[config.mk]
export PLATFORM = sky130hd
export DESIGN_NAME = demux_1to16_deser
export DESIGN_NICKNAME = d
export VERILOG_FILES = /design/src/rtl/demux_1to16_deser.sv
export SDC_FILE = /design/constraint.sdc
export NUM_CORES = 1
export LEC_CHECK = 0
export BUFFER_PORTS_ARGS = -buffer_cell sky130_fd_sc_hd__buf_2
export CAP_MARGIN = 20
export CORE_UTILIZATION = 46
export DETAILED_ROUTE_END_ITERATION = 10
export PLACE_DENSITY = 0.63
export RECOVER_POWER = 25
export SLEW_MARGIN = 20
export SYNTH_ARGS = -nofsm -noshare
export SYNTH_HDL_FRONTEND = slang
export SYNTH_SLANG_ARGS = --single-unit
[constraint.sdc]
create_clock -name clk -period 3 [get_ports clk]
set_clock_uncertainty 0.15 [all_clocks]
set_input_delay 0.15 -clock clk [delete_from_list [all_inputs] [get_ports clk]]
set_output_delay 0.15 -clock clk [all_outputs]
set_load 0.02 [all_outputs]
[src/rtl/demux_1to16_deser.sv]
// Rebuilds a 16-bit word from one select-addressed bit per cycle: drives sel to an
// upstream 16:1 mux, stores its output at position sel, and commits the word atomically.
module demux_1to16_deser (
  input  logic        clk,
  input  logic        rst_n,
  input  logic        start,
  input  logic        abort,
  input  logic        d,
  input  logic        d_vld,
  output logic [3:0]  sel,
  output logic [15:0] out,
  output logic        busy,
  output logic        done
);

  typedef enum logic [1:0] {
    IDLE    = 2'd0,
    CAPTURE = 2'd1,
    DONE    = 2'd2
  } state_t;

  state_t      state;
  state_t      state_next;
  logic [15:0] shadow;

  // Handshake: d is taken on an edge where the block is in CAPTURE, d_vld is high and
  // abort is low; there is no back-pressure, busy/done only report where the frame is.
  logic accept;
  logic last;

  assign accept = (state == CAPTURE) && !abort && d_vld;
  assign last   = accept && (sel == 4'd15);

  always_ff @(posedge clk or negedge rst_n) begin
    if (!rst_n) begin
      state <= IDLE;
    end else begin
      state <= state_next;
    end
  end

  always_comb begin
    state_next = state;
    case (state)
      IDLE: begin
        if (start) state_next = CAPTURE;
      end
      CAPTURE: begin
        if (abort)     state_next = IDLE;
        else if (last) state_next = DONE;
      end
      DONE: begin
        state_next = start ? CAPTURE : IDLE;
      end
      default: state_next = IDLE;
    endcase
  end

  always_comb begin
    busy = (state == CAPTURE);
    done = (state == DONE);
  end

  // sel only returns to 0 through completion or abort, so it never runs past 15.
  always_ff @(posedge clk or negedge rst_n) begin
    if (!rst_n) begin
      sel    <= 4'd0;
      shadow <= 16'h0000;
      out    <= 16'h0000;
    end else begin
      case (state)
        IDLE: begin
          sel <= 4'd0;
          if (start) shadow <= 16'h0000;
        end
        CAPTURE: begin
          if (abort) begin
            sel <= 4'd0;
          end else if (accept) begin
            shadow[sel] <= d;
            if (last) begin
              out <= {d, shadow[14:0]};
              sel <= 4'd0;
            end else begin
              sel <= sel + 4'd1;
            end
          end
        end
        DONE: begin
          sel <= 4'd0;
          if (start) shadow <= 16'h0000;
        end
        default: sel <= 4'd0;
      endcase
    end
  end

endmodule

==> summary.md <==
| Metric | Value |
|---|---|
| CTS root buffer | clkbuf_8 |
| Diodes inserted | 0 |
| DRC errors left | 0 |
| Post-CTS setup buffer count | 0 |
| Die W | 64.56 um |
| Register bit count reported by yosys | 37 |
| Top cells by count, synth | dfrtp_1, nand2_1, nor2_1 |
| CTS H-tree depth | 2 |
| Cells after Synth | about 160 |
| Synthesis-to-finish area growth | 16.12% |
| Total power | 1078 uW |
| M1 WL | 1.713 mm |
| Post-route ant nets | 0 |
| Clk sink count | 37 |
| Die height | 64.56 um |
| Final Worst Setup Slack | 867.6 ps |
| Initial Util | just under 50% |
| Synth Cell Area | 0.001800 mm2 |
| R2R Setup Slk | 870 ps |
| I/O Buffers | 27 |
| Critical path class | flop to flop |
| Vias in the first global route | 1,324 |
| Fin crit share | between 70% and 80% |
| Final Non-Filler Cells | 242 |
| Max FO, Critical Path | 18 |
| Fin util | between 50% and 60% |
| Post-synth top area cell | dfrtp_1 |
| Overall Global Routing Usage | 20.39% |
| Nets@finish | 203 |
| Placed insts | around 230 |
| Final Wtd Congestion | 0.8478 |
| # IOs | 28 |
| Place WS | 877.7 ps |
| Setup TNS | 0 ps |
| Syn. warnings | 0 |
| Max layer used | met4 |
| First-pass GRT wire length | 6.389 mm |
| Worst path required time | 3020 ps |
| Number of max-cap violations | 0 |
| RSZ-0062 raised after global routing | no |
| Final setup fails | 0 |
| Detailed-route wire length | around 3.8 mm |
| Row cnt | 22 |
| Seq/Total Area, Yosys | 51.42% |
| Synth Flop Type | dfrtp_1 |
| Num CTS Buffers | 5 |
| Drt wl/cell | 15.55 um |
| Core area | 0.003716 mm2 |
| Netlist cell types | 29 |
| Pwr per Cell Area | approximately 520 mW/mm2 |
| Leakage | about 0.0011 uW |
| Rel. slew slack | 45.68% |
| Detailed router's first-iteration violation count | 90 |
| Vias | 1,318 |
| CTS tree | built |
| Worst-case clock buffer depth | 2 |
| Crit path time final | 2132 ps |
| Final Hold Fails | 0 |
| DR pass1 iterations | 4 |
| Reg clk slew, reported paths | 70 ps |
| DR WL met2 | about 1.8 mm |
| Fmax | about 470 MHz |
| Clk_lat worst skew | 280 ps |
| Outcome | completed |
| DP HPWL | 2.606 mm |
| Critical path launch point type | flop |
| DR WL met3 | 240 um |
| Die area | around 0.0042 mm2 |
| Initial antenna violation count | 0 |
| Count leader, synth | dfrtp_1 |
| Grt ovf | 0 |
| Largest net degree at the start of global routing | 38 |
| Critical Path AT | 2150 ps |
| Max VDD drop | between 0.0003 and 0.0004 V |
| Share of post-route cells with drive strength above 1 | about a fifth |
| Min-delay worst type | input pin to flop |
| Area contributors post-synth | dfrtp_1, mux2_4, a211o_1 |
| Synth Area per Inst | approximately 11 um2 |
| EDFF count, synth | 0 |
| Final Slew Violations | 0 |
| Least-Margin Pin Slew | 814.7 ps |
| Post-synth top area share | between 50% and 60% |
| Via density | 5.446 |
| Crit end category | flop |
| Post-Syn Nets | 172 |
| Synth async-reset ratio | 100.0% |
==> worst max-delay path, cell delays in order, from the launching register on <==
cell and delay, ps:
dfrtp_1 430, buf_4 250, or2b_1 300, o32a_1 500, a211o_1 370
==> power breakdown <==
| part | switching [uW] | leakage (uW) | total [uW] | internal, uW |
|---|---|---|---|---|
| Combinational | 62.3 | 0.000500 | 98.0 | 35.8 |
| Sequential | 18.2 | 0.000512 | 536 | 517 |
| Clock | 174 | 0.0000574 | 445 | 270 |
==> per-layer routing <==
layer	vias to the layer above	global-route usage, %
met3	4	4.225
met1	625	26.31
met4	0	9.167
met2	50	32.89
met5	-	0
li1	639	-
==> registers in the layout, summed over array words and instances, names as in the netlist <==
signal and flops:
out 16, sel 4, shadow 15, state 2
==> stage by stage <==
step	hold slack, ps	cell area [um2]
2_1_floorplan	-295.6	1800
3_3_place_gp	126.4	1973
3_5_place_dp	141.8	1973
4_1_cts	1.428	2103
5_1_grt	12.65	2091
6_report	22.22	2091
==> repair_timing <==
item | in CTS | in global routing
gates resized for setup | 0 | 0
hold endpoints to repair | 37 | 1
hold buffers | 1 | 1
==> cells by family (layout without fill, tap and decap cells) <==
kind of cell	after synthesis	in the layout	share of synthesized area, %
DFF	37	37	51.42
and+or+nand+nor	54	54	15.64
adders and majority gates	4	4	2.780
buffers and inverters	13	45	3.544
xor gates and xnor gates	1	1	0.4865
AOI/OAI and AO/OA	36	36	13.69
muxes	17	17	12.44
==> cell usage in the layout, fill, tap and decap left out, types with 4 or more instances in the layout <==
cell,Yosys,routed
a211o_1,15,15
a21oi_1,15,15
buf_2,3,9
clkbuf_1,2,18
clkbuf_8,0,6
dfrtp_1,37,37
ha_1,4,4
inv_1,5,5
mux2_2,7,7
mux2_4,9,9
nand2_1,19,19
nand4b_1,4,4
nor2_1,16,16
==> final timing paths <==
path	from	cells after the start	end
max in group asynchronous	rst_n	2	out[12]
hold reg to reg	out[5]	1	out[5]
setup / recovery	state[0]	4	shadow[13]
setup reg to reg	state[0]	4	shadow[13]
min in group asynchronous	rst_n	2	out[14]
hold / removal	d	2	out[15]
==> cell type report <==
cell class | instances | area, um2
timing repair buffer | 32 | 155.1
tap | 48 | 60.06
multi-input combinational | 112 | 810.8
sequential | 37 | 925.9
clock buffer | 6 | 82.58
clock inverter | 2 | 37.54
inverter | 5 | 18.77
fill | 337 | 1625
Note: power is estimated with default switching activity, not from simulation.
